<file path="config.mk">
export PLATFORM = sky130hd
export DESIGN_NAME = alu0_issue_queue_flat
export DESIGN_NICKNAME = d
export VERILOG_FILES = /design/src/rtl/alu0_issue_queue_if.sv /design/src/rtl/alu0_issue_queue.sv /design/src/flat_wrapper.sv
export SDC_FILE = /design/constraint.sdc
export NUM_CORES = 1
export LEC_CHECK = 0
export CAP_MARGIN = 0
export CORE_ASPECT_RATIO = 0.9
export CORE_MARGIN = 1.5
export CORE_UTILIZATION = 50
export DETAILED_ROUTE_END_ITERATION = 16
export GPL_TIMING_DRIVEN = 0
export HOLD_SLACK_MARGIN = 0.06
export PLACE_DENSITY = 0.73
export SYNTH_ARGS = -nofsm -noshare
export SYNTH_HDL_FRONTEND = slang
export SYNTH_SLANG_ARGS = --single-unit
</file>
<file path="constraint.sdc">
create_clock -name clk -period 4.03 [get_ports clk]
set_clock_uncertainty 0.15 [all_clocks]
set_input_delay 0.806 -clock clk [delete_from_list [all_inputs] [get_ports clk]]
set_output_delay 0.806 -clock clk [all_outputs]
set_load 0.02 [all_outputs]
</file>
<file path="src/rtl/alu0_issue_queue_if.sv">
// Dispatch, wakeup and select bundle of the ALU0 issue queue.
// slave: the issue queue; master: the dispatch/wakeup/register-read side driving it.
interface alu0_issue_queue_if #(
    parameter int unsigned PR_W  = 6,
    parameter int unsigned ROB_W = 6
);
    // Dispatch request and payload
    logic             disp_vld;
    logic             disp_rdy;
    logic [4:0]       disp_op;
    logic [19:0]      disp_imm;
    logic [PR_W-1:0]  disp_dest;
    logic [PR_W-1:0]  disp_src1;
    logic             disp_src1_rdy;
    logic [PR_W-1:0]  disp_src2;
    logic             disp_src2_rdy;
    logic [ROB_W-1:0] disp_ROB_ID;

    // External wakeup broadcasts
    logic             wake0_vld;
    logic [PR_W-1:0]  wake0_PR;
    logic             wake1_vld;
    logic [PR_W-1:0]  wake1_PR;

    // Registered select bundle towards ALU0 register read
    logic             ALU0_select_vld;
    logic [4:0]       ALU0_select_op;
    logic [19:0]      ALU0_select_imm;
    logic [PR_W-1:0]  ALU0_select_dest;
    logic [PR_W-1:0]  ALU0_select_source1;
    logic [PR_W-1:0]  ALU0_select_source2;
    logic [ROB_W-1:0] ALU0_select_ROB_ID;

    modport master (
        output disp_vld, disp_op, disp_imm, disp_dest, disp_src1, disp_src1_rdy,
               disp_src2, disp_src2_rdy, disp_ROB_ID,
               wake0_vld, wake0_PR, wake1_vld, wake1_PR,
        input  disp_rdy,
               ALU0_select_vld, ALU0_select_op, ALU0_select_imm, ALU0_select_dest,
               ALU0_select_source1, ALU0_select_source2, ALU0_select_ROB_ID
    );

    modport slave (
        input  disp_vld, disp_op, disp_imm, disp_dest, disp_src1, disp_src1_rdy,
               disp_src2, disp_src2_rdy, disp_ROB_ID,
               wake0_vld, wake0_PR, wake1_vld, wake1_PR,
        output disp_rdy,
               ALU0_select_vld, ALU0_select_op, ALU0_select_imm, ALU0_select_dest,
               ALU0_select_source1, ALU0_select_source2, ALU0_select_ROB_ID
    );
endinterface

</file>
<file path="src/rtl/alu0_issue_queue.sv">
// ALU0 out-of-order issue queue: compacting age-ordered storage (entry 0 oldest),
// wakeup tracking including self-wakeup, oldest-ready select and registered issue bundle.
module alu0_issue_queue #(
    parameter int unsigned DEPTH = 8,
    parameter int unsigned PR_W  = 6,
    parameter int unsigned ROB_W = 6
) (
    input  logic                  clk,
    input  logic                  rst_n,
    input  logic                  flush,
    alu0_issue_queue_if.slave     bus
);
    localparam int unsigned IDX_W = $clog2(DEPTH);
    localparam int unsigned CNT_W = IDX_W + 1;

    // Entry storage
    logic [DEPTH-1:0] valid_q, valid_d;
    logic [DEPTH-1:0] src1_rdy_q, src1_rdy_d;
    logic [DEPTH-1:0] src2_rdy_q, src2_rdy_d;
    logic [4:0]       op_q   [DEPTH];
    logic [4:0]       op_d   [DEPTH];
    logic [19:0]      imm_q  [DEPTH];
    logic [19:0]      imm_d  [DEPTH];
    logic [PR_W-1:0]  dest_q [DEPTH];
    logic [PR_W-1:0]  dest_d [DEPTH];
    logic [PR_W-1:0]  src1_q [DEPTH];
    logic [PR_W-1:0]  src1_d [DEPTH];
    logic [PR_W-1:0]  src2_q [DEPTH];
    logic [PR_W-1:0]  src2_d [DEPTH];
    logic [ROB_W-1:0] rob_q  [DEPTH];
    logic [ROB_W-1:0] rob_d  [DEPTH];
    logic [CNT_W-1:0] count_q, count_d;

    // Issue register
    logic             sel_vld_q;
    logic [4:0]       sel_op_q;
    logic [19:0]      sel_imm_q;
    logic [PR_W-1:0]  sel_dest_q;
    logic [PR_W-1:0]  sel_src1_q;
    logic [PR_W-1:0]  sel_src2_q;
    logic [ROB_W-1:0] sel_rob_q;

    logic             found;
    logic [IDX_W-1:0] sel_idx;
    logic [PR_W-1:0]  self_tag;
    logic             disp_fire;
    logic [CNT_W-1:0] wr_cnt;

    // True when tag matches any of the three wakeups broadcast this cycle
    function automatic logic woke(
        input logic [PR_W-1:0] tag,
        input logic            v0,
        input logic [PR_W-1:0] t0,
        input logic            v1,
        input logic [PR_W-1:0] t1,
        input logic            vs,
        input logic [PR_W-1:0] ts
    );
        return (v0 && (tag == t0)) || (v1 && (tag == t1)) || (vs && (tag == ts));
    endfunction

    assign bus.disp_rdy = (count_q != CNT_W'(DEPTH));
    assign disp_fire    = bus.disp_vld && bus.disp_rdy;
    // An issue this cycle frees one slot below the tail before the new op lands
    assign wr_cnt       = count_q - CNT_W'(found);
    assign self_tag     = dest_q[sel_idx];

    // Select the lowest-index (oldest) entry with both operands ready
    always_comb begin
        found   = 1'b0;
        sel_idx = '0;
        for (int i = int'(DEPTH) - 1; i >= 0; i--) begin
            if (valid_q[i] && src1_rdy_q[i] && src2_rdy_q[i]) begin
                found   = 1'b1;
                sel_idx = IDX_W'(i);
            end
        end
    end

    // Next entry state: wakeup, compaction above the issued slot, dispatch write, flush
    always_comb begin
        valid_d    = '0;
        src1_rdy_d = '0;
        src2_rdy_d = '0;
        count_d    = count_q + CNT_W'(disp_fire) - CNT_W'(found);
        for (int i = 0; i < int'(DEPTH); i++) begin
            logic             shift;
            logic [IDX_W-1:0] src;
            shift = found && (IDX_W'(i) >= sel_idx);
            src   = shift ? IDX_W'((i + 1) % int'(DEPTH)) : IDX_W'(i);

            // The top slot has nothing above it to pull down when shifting
            valid_d[i]    = (shift && (i == int'(DEPTH) - 1)) ? 1'b0 : valid_q[src];
            src1_rdy_d[i] = src1_rdy_q[src] || woke(src1_q[src], bus.wake0_vld, bus.wake0_PR,
                                                    bus.wake1_vld, bus.wake1_PR, found, self_tag);
            src2_rdy_d[i] = src2_rdy_q[src] || woke(src2_q[src], bus.wake0_vld, bus.wake0_PR,
                                                    bus.wake1_vld, bus.wake1_PR, found, self_tag);
            op_d[i]   = op_q[src];
            imm_d[i]  = imm_q[src];
            dest_d[i] = dest_q[src];
            src1_d[i] = src1_q[src];
            src2_d[i] = src2_q[src];
            rob_d[i]  = rob_q[src];

            if (disp_fire && (CNT_W'(i) == wr_cnt)) begin
                valid_d[i]    = 1'b1;
                src1_rdy_d[i] = bus.disp_src1_rdy ||
                                woke(bus.disp_src1, bus.wake0_vld, bus.wake0_PR,
                                     bus.wake1_vld, bus.wake1_PR, found, self_tag);
                src2_rdy_d[i] = bus.disp_src2_rdy ||
                                woke(bus.disp_src2, bus.wake0_vld, bus.wake0_PR,
                                     bus.wake1_vld, bus.wake1_PR, found, self_tag);
                op_d[i]   = bus.disp_op;
                imm_d[i]  = bus.disp_imm;
                dest_d[i] = bus.disp_dest;
                src1_d[i] = bus.disp_src1;
                src2_d[i] = bus.disp_src2;
                rob_d[i]  = bus.disp_ROB_ID;
            end
        end
        if (flush) begin
            valid_d = '0;
            count_d = '0;
        end
    end

    // Entry storage registers
    always_ff @(posedge clk or negedge rst_n) begin
        if (!rst_n) begin
            valid_q    <= '0;
            src1_rdy_q <= '0;
            src2_rdy_q <= '0;
            count_q    <= '0;
            for (int i = 0; i < int'(DEPTH); i++) begin
                op_q[i]   <= '0;
                imm_q[i]  <= '0;
                dest_q[i] <= '0;
                src1_q[i] <= '0;
                src2_q[i] <= '0;
                rob_q[i]  <= '0;
            end
        end else begin
            valid_q    <= valid_d;
            src1_rdy_q <= src1_rdy_d;
            src2_rdy_q <= src2_rdy_d;
            count_q    <= count_d;
            for (int i = 0; i < int'(DEPTH); i++) begin
                op_q[i]   <= op_d[i];
                imm_q[i]  <= imm_d[i];
                dest_q[i] <= dest_d[i];
                src1_q[i] <= src1_d[i];
                src2_q[i] <= src2_d[i];
                rob_q[i]  <= rob_d[i];
            end
        end
    end

    // Issue register: valid is killed by flush, payload only reloads on a select
    always_ff @(posedge clk or negedge rst_n) begin
        if (!rst_n) begin
            sel_vld_q  <= 1'b0;
            sel_op_q   <= '0;
            sel_imm_q  <= '0;
            sel_dest_q <= '0;
            sel_src1_q <= '0;
            sel_src2_q <= '0;
            sel_rob_q  <= '0;
        end else begin
            sel_vld_q <= found && !flush;
            if (found) begin
                sel_op_q   <= op_q[sel_idx];
                sel_imm_q  <= imm_q[sel_idx];
                sel_dest_q <= dest_q[sel_idx];
                sel_src1_q <= src1_q[sel_idx];
                sel_src2_q <= src2_q[sel_idx];
                sel_rob_q  <= rob_q[sel_idx];
            end
        end
    end

    assign bus.ALU0_select_vld     = sel_vld_q;
    assign bus.ALU0_select_op      = sel_op_q;
    assign bus.ALU0_select_imm     = sel_imm_q;
    assign bus.ALU0_select_dest    = sel_dest_q;
    assign bus.ALU0_select_source1 = sel_src1_q;
    assign bus.ALU0_select_source2 = sel_src2_q;
    assign bus.ALU0_select_ROB_ID  = sel_rob_q;
endmodule
</file>
<file path="src/flat_wrapper.sv">
// flat-port wrapper written by rule: the top's interface ports become plain ports
module alu0_issue_queue_flat 
#(
    parameter int unsigned DEPTH = 8,
    parameter int unsigned PR_W  = 6,
    parameter int unsigned ROB_W = 6
)
  (clk, rst_n, flush, bus_disp_vld, bus_disp_op, bus_disp_imm, bus_disp_dest, bus_disp_src1, bus_disp_src1_rdy, bus_disp_src2, bus_disp_src2_rdy, bus_disp_ROB_ID, bus_wake0_vld, bus_wake0_PR, bus_wake1_vld, bus_wake1_PR, bus_disp_rdy, bus_ALU0_select_vld, bus_ALU0_select_op, bus_ALU0_select_imm, bus_ALU0_select_dest, bus_ALU0_select_source1, bus_ALU0_select_source2, bus_ALU0_select_ROB_ID);
  alu0_issue_queue_if #(.PR_W(PR_W), .ROB_W(ROB_W)) bus_i ();
  input  logic clk;
  input  logic rst_n;
  input  logic flush;
  input wire logic [$bits(bus_i.disp_vld)-1:0] bus_disp_vld;
  input wire logic [$bits(bus_i.disp_op)-1:0] bus_disp_op;
  input wire logic [$bits(bus_i.disp_imm)-1:0] bus_disp_imm;
  input wire logic [$bits(bus_i.disp_dest)-1:0] bus_disp_dest;
  input wire logic [$bits(bus_i.disp_src1)-1:0] bus_disp_src1;
  input wire logic [$bits(bus_i.disp_src1_rdy)-1:0] bus_disp_src1_rdy;
  input wire logic [$bits(bus_i.disp_src2)-1:0] bus_disp_src2;
  input wire logic [$bits(bus_i.disp_src2_rdy)-1:0] bus_disp_src2_rdy;
  input wire logic [$bits(bus_i.disp_ROB_ID)-1:0] bus_disp_ROB_ID;
  input wire logic [$bits(bus_i.wake0_vld)-1:0] bus_wake0_vld;
  input wire logic [$bits(bus_i.wake0_PR)-1:0] bus_wake0_PR;
  input wire logic [$bits(bus_i.wake1_vld)-1:0] bus_wake1_vld;
  input wire logic [$bits(bus_i.wake1_PR)-1:0] bus_wake1_PR;
  output wire logic [$bits(bus_i.disp_rdy)-1:0] bus_disp_rdy;
  output wire logic [$bits(bus_i.ALU0_select_vld)-1:0] bus_ALU0_select_vld;
  output wire logic [$bits(bus_i.ALU0_select_op)-1:0] bus_ALU0_select_op;
  output wire logic [$bits(bus_i.ALU0_select_imm)-1:0] bus_ALU0_select_imm;
  output wire logic [$bits(bus_i.ALU0_select_dest)-1:0] bus_ALU0_select_dest;
  output wire logic [$bits(bus_i.ALU0_select_source1)-1:0] bus_ALU0_select_source1;
  output wire logic [$bits(bus_i.ALU0_select_source2)-1:0] bus_ALU0_select_source2;
  output wire logic [$bits(bus_i.ALU0_select_ROB_ID)-1:0] bus_ALU0_select_ROB_ID;
  assign bus_i.disp_vld = bus_disp_vld;
  assign bus_i.disp_op = bus_disp_op;
  assign bus_i.disp_imm = bus_disp_imm;
  assign bus_i.disp_dest = bus_disp_dest;
  assign bus_i.disp_src1 = bus_disp_src1;
  assign bus_i.disp_src1_rdy = bus_disp_src1_rdy;
  assign bus_i.disp_src2 = bus_disp_src2;
  assign bus_i.disp_src2_rdy = bus_disp_src2_rdy;
  assign bus_i.disp_ROB_ID = bus_disp_ROB_ID;
  assign bus_i.wake0_vld = bus_wake0_vld;
  assign bus_i.wake0_PR = bus_wake0_PR;
  assign bus_i.wake1_vld = bus_wake1_vld;
  assign bus_i.wake1_PR = bus_wake1_PR;
  assign bus_disp_rdy = bus_i.disp_rdy;
  assign bus_ALU0_select_vld = bus_i.ALU0_select_vld;
  assign bus_ALU0_select_op = bus_i.ALU0_select_op;
  assign bus_ALU0_select_imm = bus_i.ALU0_select_imm;
  assign bus_ALU0_select_dest = bus_i.ALU0_select_dest;
  assign bus_ALU0_select_source1 = bus_i.ALU0_select_source1;
  assign bus_ALU0_select_source2 = bus_i.ALU0_select_source2;
  assign bus_ALU0_select_ROB_ID = bus_i.ALU0_select_ROB_ID;
  alu0_issue_queue #(.DEPTH(DEPTH), .PR_W(PR_W), .ROB_W(ROB_W)) u_core (.clk(clk), .rst_n(rst_n), .flush(flush), .bus(bus_i));
endmodule
</file>
==> results.md <==
- Outcome: finished, violations left
- Violated checks: negative setup slack
- Most frequent cells in the layout: nand2_1, dfrtp_1, nor2_1
- # hold bufs at CTS: 0
- CTS tree: done
- Max-cap viol count: 0
- Top routing layer used: met5
- Clock transition at the registers of the reported paths: 60 ps
- Top FF cell, synth: dfrtp_1
- R2R setup slack: -170 ps
- DP Wirelength: 85,600 um
- Routed wl met3: 20,100 um
- First-pass GRT wire length: between 150,000 and 200,000 um
- Relative slew slack: 11.1%
- Leakage: between 0.01 and 0.015 uW
- H-tree Lvls: 2
- Worst Setup SP: u_core.src2_rdy_q[0]
- Worst Tran Pin Value: around 1300 ps
- Syn-to-layout area delta: 13.7%
- CP Cell Sequence: and3_1 > buf_2 > nor2_2 > nand2_2 > mux2i_1 > xor2_1 > nand4_1 > o41ai_1 > nor3_1 > a22oi_1
- Die area: 0.0588 mm^2
- Synth Area in Simple Gates: 21.4%
- Synth top area share: about two fifths
- Critical path class: reg -> reg
- WL met2: 49,000 um
- XOR/XNOR Fraction of Synth Area: under 10%
- Initial DRC Count: 5,041
- Ys Warns: 0
- Total grt overflow: 0
- CP endpoint kind: flop
- Mapped Area: ~0.029 mm^2
- Post-synthesis instance total: 3,491
- Multiplexer area fraction after synthesis: 8.59%
- Clk_lat worst skew: 640 ps
- Detailed Route WL: about 120,000 um
- Main combinational cell family by area after synthesis: simple AND/OR/NAND/NOR gates
- Capturing point of the worst reg2reg path: u_core.src2_rdy_q[2]
- CP startpoint kind: flop
- Critical path required time: 4390 ps
- RD Place Congestion: 1.04
- Via-to-Cell Ratio: 6.61
- Layout cells sized above 1: a little under 9%
- TritonCTS Sinks: 470
- Final critical-path share of the clock period: 104%
- Detail Route Antenna Nets: 0
- Initial Util: 50.5%
- Max Fanout on Critical Path: 10
- Adder-cell area share of the yosys netlist: 0.375%
- Synth unique cells: 72
- Max Clk Rate: 238 MHz
- Cell area after placement: slightly above 0.03 mm^2
- Power Density: between 1000 and 1500 mW/mm^2
- Fin. Hold Viols: 0
- Cell family with most CP delay: simple AND/OR/NAND/NOR gates
- Largest cells by area after synthesis: dfrtp_1, nand2_1, mux2i_1
- Cts bufs inserted: 50
- Synth Net Count: between 3,000 and 4,000
- Largest net degree at the start of global routing: 114
- R2R Path Start: u_core.src2_rdy_q[0]
- RSZ-0062 raised after global routing: yes
- Final #Nets: 3,699
- Final setup violation count: 38
- Met1 wire length: 45,700 um
- Tmin final: about 4200 ps
- Yosys reg bits: between 400 and 500
- Fin worst setup slack: -169 ps
- Clock buffer depth: 3
- Die extent in x: 255 um
- DIE HEIGHT: 230 um
- # port buffers: 72
- Final Cell Area: 0.0326 mm^2
- Vias in the first global route: 27,300
- Vias: ~29,000
- Most common cell after layout, fill and taps aside: nand2_1
- I/O pins: 120
- Root Driver: clkbuf_16
- # DRC: 0
- Seq/Total Area, Yosys: 41.0%
- Worst r2r path cells: 10
- Slowest stage cell, crit path: mux2i_1
- CP endpoint: u_core.src2_rdy_q[2]
- FP Rows: 83
- Crit path largest cell delay: 820 ps
- Buf/Inv on CP: 1
- Tightest Hold Check Type: in -> async
- Synth area leader: dfrtp_1
- Post-synth EDFFs: 0
- Detailed-router iteration count before antenna repair: 7
- Gr usage total: between 40% and 50%
- Core region area: 0.0568 mm^2
- Async set-or-reset flop fraction in the synthesized netlist: 100%
- Maximum vdd drop: 0.000502 V
- Tot Pwr: 38,000 uW
- Post-synthesis compound-gate area fraction: 14.3%
- Max Transition Viols Final: 0
- Antenna violations before repair: 4
- WP depth: 10
- Layout fillers: 5,184
- DR WL/cell: 27.6 um
- Mean Syn Cell Area: just over 8 um^2
- WP data arrival: between 4000 and 5000 ps
metal layers:
metal | global-route usage [%] | up-vias
met1 | 55.1 | 14000
met5 | 0 | -
met3 | 14.8 | 492
met2 | 55.6 | 2573
met4 | 21.9 | 4
li1 | - | 12200
state kept, by name (all words and copies together) (netlist names), 4 cells and up:
signal,flops
u_core.imm_q,160
u_core.dest_q,48
u_core.rob_q,48
u_core.src1_q,48
u_core.src2_q,48
u_core.op_q,40
u_core.bus.ALU0_select_imm,20
u_core.src1_rdy_q,8
u_core.src2_rdy_q,8
u_core.valid_q,8
u_core.bus.ALU0_select_ROB_ID,6
u_core.bus.ALU0_select_dest,6
u_core.bus.ALU0_select_source1,6
u_core.bus.ALU0_select_source2,6
u_core.bus.ALU0_select_op,5
u_core.count_q,4
kinds of logic (layout without fill, tap and decap cells):
kind of cell             count (synthesis)  after routing
AND/OR/NAND/NOR                       1455           1455
AO/OA/AOI/OAI                          670            670
flip-flops                             470            470
buffers and inverters                  335            506
XOR/XNOR                               309            309
multiplexers                           244            244
adder cells (fa/ha/maj)                  8              8
other                                    0              2
metrics by stage:
step	std cells	utilization [%]	worst slack (ps)	hold WS [ps]	setup TNS, ps
6_report	4429	57.4	-169	85.8	-1190
5_1_grt	4429	57.4	-102	168	-1070
4_1_cts	4425	57.1	8.46	119	0
3_5_place_dp	4332	53.6	-3220	339	-880350
3_3_place_gp	4328	53.4	-19390	333	-9954270
2_1_floorplan	3491	-	159	360	0
timing repair:
item,4_1_cts,5_1_grt
pin swaps,3,1
endpoints found under the setup margin,454,437
setup buffers,5,2
gates resized for setup,86,77
final cells by class:
class	count	area [um^2]	share of cell area, %
Tap cell	765	957	2.94
Inverter	19	83.8	0.257
Sequential cell	470	11800	36.1
Buffer	312	1470	4.51
Timing Repair Buffer	83	888	2.73
Clock inverter	22	318	0.975
Multi-Input combinational cell	2686	15600	48.0
Clock buffer	70	1470	4.50
Antenna cell	2	5.00	0.0154
cell usage after synthesis, types with 4 or more instances:
cell / instances
nor3_1: 16
o211ai_1: 43
nor4_1: 47
mux2_2: 7
a2bb2oi_2: 7
inv_1: 18
o21ai_0: 74
o22ai_1: 10
xnor2_1: 203
mux2_1: 4
o221ai_1: 4
nand2_1: 762
nand4b_1: 4
a22oi_1: 9
buf_6: 5
nand4_1: 53
and2_1: 11
a311oi_1: 7
o21ai_1: 4
ha_1: 7
a211oi_1: 7
clkbuf_2: 37
a31oi_1: 230
nand3_1: 112
a21o_1: 7
buf_1: 36
buf_2: 20
clkbuf_1: 211
mux2i_1: 231
and3_1: 31
a21oi_1: 243
nor2_1: 395
dfrtp_1: 470
buf_4: 7
xor2_1: 105
worst min path at each step:
| stage | slack [ps] | cells after the start | endpoint | startpoint |
|---|---|---|---|---|
| finish | 90 | 1 | u_core.bus.ALU0_select_imm[6] | rst_n |
| global route | 170 | 1 | u_core.bus.ALU0_select_imm[7] | rst_n |
| CTS | 120 | 1 | u_core.bus.ALU0_select_imm[6] | rst_n |
| detailed placement | 340 | 2 | u_core.bus.ALU0_select_imm[13] | u_core.bus.ALU0_select_imm[13] |
| global placement | 330 | 2 | u_core.bus.ALU0_select_imm[15] | u_core.bus.ALU0_select_imm[15] |
| floorplan | 360 | 0 | u_core.bus.ALU0_select_ROB_ID[0] | rst_n |
where the power goes:
part	switching [uW]	total, uW	internal [uW]
sequential	2440	9800	7350
combinational	14800	23100	8330
clock	2180	5120	2940
total	19400	38000	18600
Power figures use the tool's default switching activity.
